**config.mk**
```make
export PLATFORM = sky130hd
export DESIGN_NAME = instr_fetch_buffer
export DESIGN_NICKNAME = d
export VERILOG_FILES = /design/src/rtl/fetch_pkg.sv /design/src/rtl/fetch_fifo.sv /design/src/rtl/instr_fetch_buffer.sv
export SDC_FILE = /design/constraint.sdc
export NUM_CORES = 1
export LEC_CHECK = 0
export CORE_AREA = 8 8 194 288
export CTS_CLUSTER_DIAMETER = 150
export DETAILED_ROUTE_END_ITERATION = 16
export DIE_AREA = 0 0 202 296
export HOLD_SLACK_MARGIN = 0.08
export PLACE_DENSITY_LB_ADDON = 0.25
export SLEW_MARGIN = 40
export SYNTH_ARGS = -nofsm -noshare
export SYNTH_HDL_FRONTEND = slang
export SYNTH_SLANG_ARGS = --single-unit
```
**constraint.sdc**
```tcl
create_clock -name clock -period 5.6 [get_ports clock]
set_input_delay 1.68 -clock clock [delete_from_list [all_inputs] [get_ports clock]]
set_output_delay 1.68 -clock clock [all_outputs]
set_load 0.1 [all_outputs]
```
**src/rtl/fetch_pkg.sv**
```systemverilog
// -----------------------------------------------------------------------------
// fetch_pkg
// Shared types for the instruction fetch buffer: the queued entry payload,
// the request-tracking state encoding and the architectural reset PC.
// -----------------------------------------------------------------------------
package fetch_pkg;

  localparam int unsigned FETCH_WORD_W = 32;
  localparam int unsigned FETCH_PC_W   = 32;

  localparam logic [FETCH_PC_W-1:0] RESET_PC = 32'h0000_3000;

  // One queued fetch result as seen by decode
  typedef struct packed {
    logic [FETCH_WORD_W-1:0] word;
    logic [FETCH_PC_W-1:0]   pc;
    logic                    fault;
  } fetch_entry_t;

  // Request tracking: no request, request outstanding, request to be dropped
  typedef enum logic [1:0] {
    IDLE    = 2'd0,
    WAIT    = 2'd1,
    DISCARD = 2'd2
  } fetch_state_e;

endpackage

```
**src/rtl/fetch_fifo.sv**
```systemverilog
// -----------------------------------------------------------------------------
// fetch_fifo
// Synchronous FIFO of fetch_entry_t. The head entry is read straight out of
// the storage registers, so the head outputs never depend combinationally on
// push_data. clear empties the queue and dominates a same-cycle push or pop.
//
// Ports:
//   clock, reset      rising-edge clock, synchronous active-high reset
//   push, push_data   enqueue one entry
//   pop               dequeue the head entry (ignored when empty)
//   clear             drop all queued entries
//   head              current head entry
//   count             number of queued entries (0..DEPTH)
//   full, empty       occupancy flags
// -----------------------------------------------------------------------------
module fetch_fifo
  import fetch_pkg::*;
#(
  parameter int unsigned DEPTH = 4
) (
  input  logic                   clock,
  input  logic                   reset,
  input  logic                   push,
  input  fetch_entry_t           push_data,
  input  logic                   pop,
  input  logic                   clear,
  output fetch_entry_t           head,
  output logic [$clog2(DEPTH):0] count,
  output logic                   full,
  output logic                   empty
);

  localparam int unsigned PTR_W = $clog2(DEPTH);
  localparam int unsigned CNT_W = PTR_W + 1;

  fetch_entry_t     mem_q [DEPTH];
  fetch_entry_t     mem_d [DEPTH];
  logic [PTR_W-1:0] wr_ptr_q, wr_ptr_d;
  logic [PTR_W-1:0] rd_ptr_q, rd_ptr_d;
  logic [CNT_W-1:0] count_q, count_d;
  logic             do_push;
  logic             do_pop;

  assign empty = (count_q == '0);
  assign full  = (count_q == CNT_W'(DEPTH));
  assign count = count_q;
  assign head  = mem_q[rd_ptr_q];

  assign do_pop  = pop & ~empty & ~clear;
  assign do_push = push & ~clear & (~full | do_pop);

  // Next-state: pointers wrap naturally because DEPTH is a power of two
  always_comb begin
    mem_d    = mem_q;
    wr_ptr_d = wr_ptr_q;
    rd_ptr_d = rd_ptr_q;
    count_d  = count_q;
    if (clear) begin
      wr_ptr_d = '0;
      rd_ptr_d = '0;
      count_d  = '0;
    end else begin
      if (do_push) begin
        mem_d[wr_ptr_q] = push_data;
        wr_ptr_d        = wr_ptr_q + PTR_W'(1);
      end
      if (do_pop) begin
        rd_ptr_d = rd_ptr_q + PTR_W'(1);
      end
      unique case ({do_push, do_pop})
        2'b10:   count_d = count_q + CNT_W'(1);
        2'b01:   count_d = count_q - CNT_W'(1);
        default: count_d = count_q;
      endcase
    end
  end

  // Storage and pointer registers
  always_ff @(posedge clock) begin
    if (reset) begin
      for (int i = 0; i < int'(DEPTH); i++) begin
        mem_q[i] <= '0;
      end
      wr_ptr_q <= '0;
      rd_ptr_q <= '0;
      count_q  <= '0;
    end else begin
      mem_q    <= mem_d;
      wr_ptr_q <= wr_ptr_d;
      rd_ptr_q <= rd_ptr_d;
      count_q  <= count_d;
    end
  end

endmodule

```
**src/rtl/instr_fetch_buffer.sv**
```systemverilog
// -----------------------------------------------------------------------------
// instr_fetch_buffer
// Takes PCs over a valid/ready handshake, issues one outstanding instruction
// memory read per PC over req/ack, and queues {word, pc, fault} for decode.
// flush drops everything queued and discards the in-flight response.
//
// Optional feature (macro FETCH_ALIGN_CHECK_EN): a PC with nonzero low two
// bits is not sent to memory; a fault entry {0, pc, 1} is queued instead.
// Without the macro misaligned PCs go to memory unchanged, inst_fault is 0.
//
// Ports:
//   clock, reset            rising-edge clock, synchronous active-high reset
//   pc_valid/pc_ready/pc_in PC offer from the program counter (pc_ready comb.)
//   imem_req/imem_addr      registered memory read request
//   imem_ack/imem_rdata     read completion and instruction word
//   flush                   redirect from branch/jump resolution
//   inst_valid/inst_ready   decode handshake on the FIFO head
//   inst_word/inst_pc       head instruction and its PC
//   inst_fault              head is a misaligned-PC fault
// -----------------------------------------------------------------------------
module instr_fetch_buffer
  import fetch_pkg::*;
#(
  parameter int unsigned DEPTH  = 4,
  parameter int unsigned ADDR_W = 32
) (
  input  logic              clock,
  input  logic              reset,
  input  logic              pc_valid,
  output logic              pc_ready,
  input  logic [ADDR_W-1:0] pc_in,
  output logic              imem_req,
  output logic [ADDR_W-1:0] imem_addr,
  input  logic              imem_ack,
  input  logic [31:0]       imem_rdata,
  input  logic              flush,
  output logic              inst_valid,
  input  logic              inst_ready,
  output logic [31:0]       inst_word,
  output logic [ADDR_W-1:0] inst_pc,
  output logic              inst_fault
);

  localparam int unsigned CNT_W = $clog2(DEPTH) + 1;

  fetch_state_e      state_q, state_d;
  logic              imem_req_q, imem_req_d;
  logic [ADDR_W-1:0] imem_addr_q, imem_addr_d;

  logic              accept;
  logic              misaligned;
  logic              fault_pend;
  logic              push;
  logic              pop;
  fetch_entry_t      push_data;
  fetch_entry_t      head;
  logic [CNT_W-1:0]  fifo_count;
  logic [CNT_W-1:0]  slots_used;
  logic              fifo_full;
  logic              fifo_empty;

`ifdef FETCH_ALIGN_CHECK_EN
  logic              fault_pend_q, fault_pend_d;
  logic [ADDR_W-1:0] fault_pc_q, fault_pc_d;

  assign misaligned = (pc_in[1:0] != 2'b00);
  assign fault_pend = fault_pend_q;
`else
  assign misaligned = 1'b0;
  assign fault_pend = 1'b0;
`endif

  // A fault entry waiting to be pushed already owns a FIFO slot
  assign slots_used = fifo_count + CNT_W'(fault_pend);
  assign pc_ready   = (state_q == IDLE) & ~flush & ~fifo_full &
                      (slots_used < CNT_W'(DEPTH));
  assign accept     = pc_valid & pc_ready;
  assign pop        = inst_ready & ~fifo_empty;

  // Request tracking and push generation
  always_comb begin
    state_d     = state_q;
    imem_req_d  = imem_req_q;
    imem_addr_d = imem_addr_q;
    push        = 1'b0;
    push_data   = '0;

    unique case (state_q)
      IDLE: begin
        if (accept && !misaligned) begin
          imem_req_d  = 1'b1;
          imem_addr_d = pc_in;
          state_d     = WAIT;
        end
      end
      WAIT: begin
        if (imem_ack) begin
          imem_req_d = 1'b0;
          state_d    = IDLE;
          if (!flush) begin
            push            = 1'b1;
            push_data.word  = imem_rdata;
            push_data.pc    = FETCH_PC_W'(imem_addr_q);
            push_data.fault = 1'b0;
          end
        end else if (flush) begin
          // Request must stay up until memory answers; its data is dropped
          state_d = DISCARD;
        end
      end
      DISCARD: begin
        if (imem_ack) begin
          imem_req_d = 1'b0;
          state_d    = IDLE;
        end
      end
      default: begin
        imem_req_d = 1'b0;
        state_d    = IDLE;
      end
    endcase

`ifdef FETCH_ALIGN_CHECK_EN
    fault_pend_d = 1'b0;
    fault_pc_d   = fault_pc_q;
    // Never coincides with a memory push: a WAIT ack needs at least one
    // more cycle after the accept that follows a fault
    if (fault_pend_q) begin
      push            = 1'b1;
      push_data.word  = '0;
      push_data.pc    = FETCH_PC_W'(fault_pc_q);
      push_data.fault = 1'b1;
    end
    if (state_q == IDLE && accept && misaligned) begin
      fault_pend_d = 1'b1;
      fault_pc_d   = pc_in;
    end
`endif
  end

  // State and request registers
  always_ff @(posedge clock) begin
    if (reset) begin
      state_q     <= IDLE;
      imem_req_q  <= 1'b0;
      imem_addr_q <= '0;
    end else begin
      state_q     <= state_d;
      imem_req_q  <= imem_req_d;
      imem_addr_q <= imem_addr_d;
    end
  end

`ifdef FETCH_ALIGN_CHECK_EN
  // Pending misaligned-PC fault
  always_ff @(posedge clock) begin
    if (reset) begin
      fault_pend_q <= 1'b0;
      fault_pc_q   <= '0;
    end else begin
      fault_pend_q <= fault_pend_d;
      fault_pc_q   <= fault_pc_d;
    end
  end
`endif

  fetch_fifo #(
    .DEPTH (DEPTH)
  ) u_fifo (
    .clock     (clock),
    .reset     (reset),
    .push      (push),
    .push_data (push_data),
    .pop       (pop),
    .clear     (flush),
    .head      (head),
    .count     (fifo_count),
    .full      (fifo_full),
    .empty     (fifo_empty)
  );

  assign imem_req   = imem_req_q;
  assign imem_addr  = imem_addr_q;
  assign inst_valid = ~fifo_empty;
  assign inst_word  = head.word;
  assign inst_pc    = ADDR_W'(head.pc);

`ifdef FETCH_ALIGN_CHECK_EN
  assign inst_fault = head.fault;
`else
  logic unused_head_fault;
  assign unused_head_fault = head.fault;
  assign inst_fault        = 1'b0;
`endif

endmodule

```
# Yosys cells after proc, flatten, opt, wreduce, memory -nomap -nowiden
# Cells that the tools add are included.
[word_totals]
word_cells = 81
in_bits = 70
reg_bits = 302
output_inout_bits = 100
[op_classes]
eq_ne = 9
reduce_logical = 10
n_mux = 21
add_sub_neg = 4
bitwise_logic = 15
magnitude_cmp = 4
[op_table]
columns = ["op", "count"]
rows = [
  ["2-to-1 mux 65 bit", 6],
  ["bitwise mux 260 bit", 1],
  ["binary-select mux 65 bit (select 2 bit)", 1],
  ["demux 65 bit (select 2 bit)", 1],
  ["bitwise AND 1 bit", 9],
  ["2-to-1 mux 2 bit", 4],
  ["greater-or-equal comparator 3 bit (second input constant)", 2],
  ["NOT 2 -> 3 bit", 2],
  ["one-hot mux 2 bit (3 select lines)", 1],
  ["one-hot mux 3 bit (2 select lines)", 1],
  ["AND reduction 2 bit", 3],
  ["2-to-1 mux 1 bit", 5],
  ["adder 2 x 1 -> 2 bit (second input constant)", 2],
  ["== test 2 x 1 -> 1 bit (second input constant)", 2],
  ["== test 2 bit (second input constant)", 2],
  ["!= test 2 bit (second input constant)", 2],
  ["OR reduction 2 bit", 2],
  ["adder 3 x 1 -> 3 bit (second input constant)", 1],
  ["== test 3 bit (second input constant)", 1],
  ["zero test 3 bit", 1],
  ["less-than comparator 3 x 1 -> 1 bit (second input constant)", 1],
  ["less-than comparator 3 bit (second input constant)", 1],
  ["!= test 3 bit (second input constant)", 1],
  ["NOT 1 bit", 3],
  ["8 further kinds", 8],
]

# Longest topological paths before layout
[depth]
word_depth = 9
depth_mapped = 11

# Modules after synthesis
# A second synthesis with hierarchy kept.
[hier_totals]
cells_unflattened = 1292
area_unflattened_um2 = 14036.0
[by_module_without_submodules]
columns = ["module", "n_inst", "area_each_um2", "cells_each"]
rows = [
  ["fetch_fifo", 1, 12259.3, 1050],
  ["instr_fetch_buffer", 1, 1776.7, 242],
]

# Worst setup path before layout
# Ideal clock, no wire load.
[synth_path]
path_type = "in2out"
start = "input flush"
end = "output pc_ready"
n_path_buf = 0
setup_slack_ps = 19
t_arrival_ps = 3901
path_stages = 1
t_required_ps = 3920
path_cell_list = "nor3b_1"
[synth_between]
elab_chain_cells = 4
[synth_lines]
columns = ["element", "line", "text"]
rows = [
  ["start, declared", "instr_fetch_buffer.sv:36", "input logic flush,"],
  ["NOT 1 bit (no source line)", "n/a", ""],
  ["bitwise AND 1 bit (3 in series)", "instr_fetch_buffer.sv:75", "assign pc_ready = (state_q == IDLE) & ~flush & ~fifo_full &"],
  ["end, declared", "instr_fetch_buffer.sv:30", "output logic pc_ready,"],
]
# No other way between the ends.

# Worst setup path in the final report
# Same ends and word-level chain as after synthesis.

==> run summary <==
CLOCKING
--------------------------------------------------------------------------------------------------
Worst skew pair latency                                                                    0.52 ns
Max clock buf depth                                                                              3
Post-cts gate resize count                                                                       0
CTS Buf Count                                                                                   34
TritonCTS clock tree                                                                         built
Count of hold-fix buffers inserted at cts                                                        0
Number of clock sinks seen by CTS                                                              298
Clock transition time at the flip-flop clock pins of the worst setup and hold paths        0.06 ns
Cell chosen for the clock root                                                           clkbuf_16
Setup Fix Bufs, Post-CTS                                                                         0
Number of levels the H-tree was split into                                                       2

STA
--------------------------------------------------------------------------------------------------
Max-slew headroom                                                                            49.7%
Finish-stage setup viols                                                                         0
Achievable Freq                                                                            227 MHz
Worst slew pin tran                                                                       0.755 ns
Setup TNS after final layout                                                                  0 ns
Post-route worst hold slack                                                               0.452 ns
Total count of max-transition violations in the final report                                     0
Post-layout min period                                                                     4.41 ns
Final hold violations                                                                            0
Final worst clock skew                                                                   0.0116 ns
Ratio of final minimum period to clock period                                                78.8%
Setup repair after global routing missed its margin                                             no

WORST SETUP PATH
--------------------------------------------------------------------------------------------------
Required time worst endpoint                                                               3.92 ns
Register-to-register setup slack                                                           2.82 ns
Count of buffering cells on the critical path with inverters included                            2
Worst EP arrival                                                                           2.73 ns
Highest fanout seen on the critical path                                                         4
Kind of capture point of the worst setup path                                         primary output
Slowest Stage Delay on Critical Path                                                       0.46 ns
Worst path top cell family by delay                                                   buffers and inverters
Type of the worst setup path                                                             in -> out
Cell breakdown of the critical path                                                   clkdlybuf4s50_1 -> nor3b_1 -> buf_4
Critical path startpoint category                                                     primary input
CP max-delay cell                                                                     clkdlybuf4s50_1

DIE
--------------------------------------------------------------------------------------------------
Area of the core region                                                                 0.0514 mm²
Die H                                                                                       296 µm
Die Outline Area                                                                        0.0598 mm²
Starting density of the core                                                                 23.9%
Site Rows                                                                                      102
Num ports                                                                                      170
Die Wd                                                                                      202 µm

PLACED DESIGN
--------------------------------------------------------------------------------------------------
Buffers added on ports                                                                         168
Placed standard-cell area                                                               0.0139 mm²
Global placer's final weighted congestion                                                    0.698
Placed cell count                                                                             2157
Detailed placement HPWL                                                                   23700 µm

PWR
--------------------------------------------------------------------------------------------------
Pwr Density                                                                             342 mW/mm²
Leakage component of the power                                                             5.03 nW
Total power                                                                                5.15 mW
Maximum vdd ir drop                                                                       0.188 mV

FINAL LAYOUT
--------------------------------------------------------------------------------------------------
Count of nets after finishing                                                                 1599
Share of final-layout standard cells stronger than drive strength 1                          15.9%
Area used by multi-input combinational logic                                           0.00554 mm²
Non-filler instance count after layout                                                        2219
Sequential cell area in the final layout                                               0.00597 mm²
Fill cells                                                                                    5473
Fin area                                                                                0.0151 mm²
Area growth syn-to-layout                                                                    22.7%
Antenna fix cells                                                                                0

GLOBAL ROUTE
--------------------------------------------------------------------------------------------------
Maximum number of pins on one net before global-route repair                                   172
Global-route wire length before repair                                                    61500 µm
Total track usage                                                                            13.1%
Number of global-route vias before repair                                                    10000
Number of antenna violations at the first check in global routing                                0
Sum of overflow across all layers after global routing                                           0

ROUTING
--------------------------------------------------------------------------------------------------
Total iterations of the first detailed-routing run                                               4
Via density per instance                                                                      4.51
DRC violations left                                                                              0
Number of violations reported at the end of detailed-routing iteration 0                       465
Routed WL per cell                                                                         18.0 µm
Drt total wl                                                                              39900 µm
Routed Antenna Nets                                                                              0
Via total after detailed routing                                                             10000

SYNTHESIS
--------------------------------------------------------------------------------------------------
Fraction of the yosys area taken by sequential cells                                         48.6%
Number of enable flip-flop cells after synthesis                                                 0
Cell type with the highest aggregate area in the netlist                                   dfxtp_1
Post-synth ARST share                                                                           0%
Net count of the mapped netlist                                                               1484
Fraction of post-synthesis cell area in the top cell type by area                            48.6%
Yosys warning count                                                                              0
Flop and latch count out of synthesis                                                          298
Main synth FF type                                                                         dfxtp_1
Synth area leaders                                                                    dfxtp_1 (49%), nand2_1 (18%), a21oi_1 (12%), mux4_2 (12%), buf_6 (2.7%)
Number of distinct library cells after synthesis                                                33
Most frequent cells after synthesis                                                   nand2_1 (580), dfxtp_1 (298), a21oi_1 (293)
Most used standard cell by instance count after synthesis                                  nand2_1
Synth Instances                                                                               1404
Syn_area_per_cell                                                                         8.74 µm²
Post-Synthesis Cell Area                                                                0.0123 mm²

HOLD PATH
--------------------------------------------------------------------------------------------------
Worst hold path class                                                                   reg -> reg

RUN
--------------------------------------------------------------------------------------------------
Maximum capacitance violations                                                                   0

STATUS
--------------------------------------------------------------------------------------------------
Result of the run                                                                     complete, no violations

==> path summary, 6_finish.rpt <==
check	cells after the start	start	endpoint
setup reg to reg	8	u_fifo.count[2]$_SDFFE_PP0P_	u_fifo.count[2]$_SDFFE_PP0P_
setup / recovery	3	flush	pc_ready
hold reg to reg	2	u_fifo.mem_q[81]$_SDFFE_PP0P_	u_fifo.mem_q[81]$_SDFFE_PP0P_
hold / removal	2	u_fifo.mem_q[81]$_SDFFE_PP0P_	u_fifo.mem_q[81]$_SDFFE_PP0P_
==> layer usage <==
layer	GRT usage [%]	part of all wire [%]	vias up
met3	2.20	4.2	61
li1	-	-	4900
met4	4.57	2.7	0
met2	23.3	51	211
met1	15.8	42	4836
met5	0	0	-
==> report_power, final <==
group          internal, mW  total [mW]  switching, mW
logic                 0.168       0.726          0.559
registers              2.17        2.22         0.0504
clock network          1.31        2.21          0.893
==> final cells by class <==
cell class                 count  area share (%)
inverter                      10           0.249
multi-input combinational    986            36.8
tap                          676            5.62
clock buffer                  56            7.15
timing repair buffer         189            10.3
sequential                   298            39.7
clock inverter                 4           0.174
==> cell usage in the layout (no fill, tap or decap), types with 2 or more instances in the layout <==
| cell type | instances |
|---|---|
| nand2_1 | 580 |
| dfxtp_1 | 296 |
| a21oi_1 | 293 |
| buf_2 | 74 |
| clkdlybuf4s50_1 | 68 |
| mux4_2 | 64 |
| clkbuf_16 | 37 |
| buf_4 | 34 |
| clkbuf_1 | 11 |
| inv_1 | 10 |
| ha_1 | 9 |
| clkbuf_8 | 8 |
| buf_12 | 8 |
| nor2_1 | 7 |
| and3_4 | 4 |
| nand3_4 | 4 |
| xor2_1 | 3 |
| or3_1 | 2 |
| o2111ai_1 | 2 |
| o31ai_1 | 2 |
| xnor2_1 | 2 |
| clkinv_2 | 2 |
| buf_6 | 2 |
| dfxtp_4 | 2 |
| buf_16 | 2 |
==> per-stage QoR <==
step,util [%],setup WS [ns]
3_3_place_gp,27.7,1.14
5_1_grt,29.3,1.09
2_1_floorplan,-,0.0193
4_1_cts,29.2,1.17
3_5_place_dp,27.0,1.18
6_report,29.3,1.19
==> cell families after synthesis <==
logic type               after synthesis  share of synthesized area [%]
multiplexers                          64                           11.7
AND/OR/NAND/NOR                      606                           19.5
XOR/XNOR                               5                          0.357
adder cells (fa/ha/maj)               10                           1.08
buffers and inverters                120                           6.28
other                                  1                         0.0305
AO/OA/AOI/OAI                        300                           12.4
flip-flops                           298                           48.6
==> tightest hold or removal path, cell delays in order (launching register included) <==
cell and delay [ns]:
dfxtp_1 0.30, nand2_1 0.05, a21oi_1 0.05
==> registers in the layout (all words and copies together), names as in the netlist <==
name,count
u_fifo.mem_q,256
imem_addr,32
u_fifo.count,3
state_q,2
u_fifo.rd_ptr_q,2
u_fifo.wr_ptr_q,2
imem_req,1
Note: power is estimated with default switching activity, not from simulation.
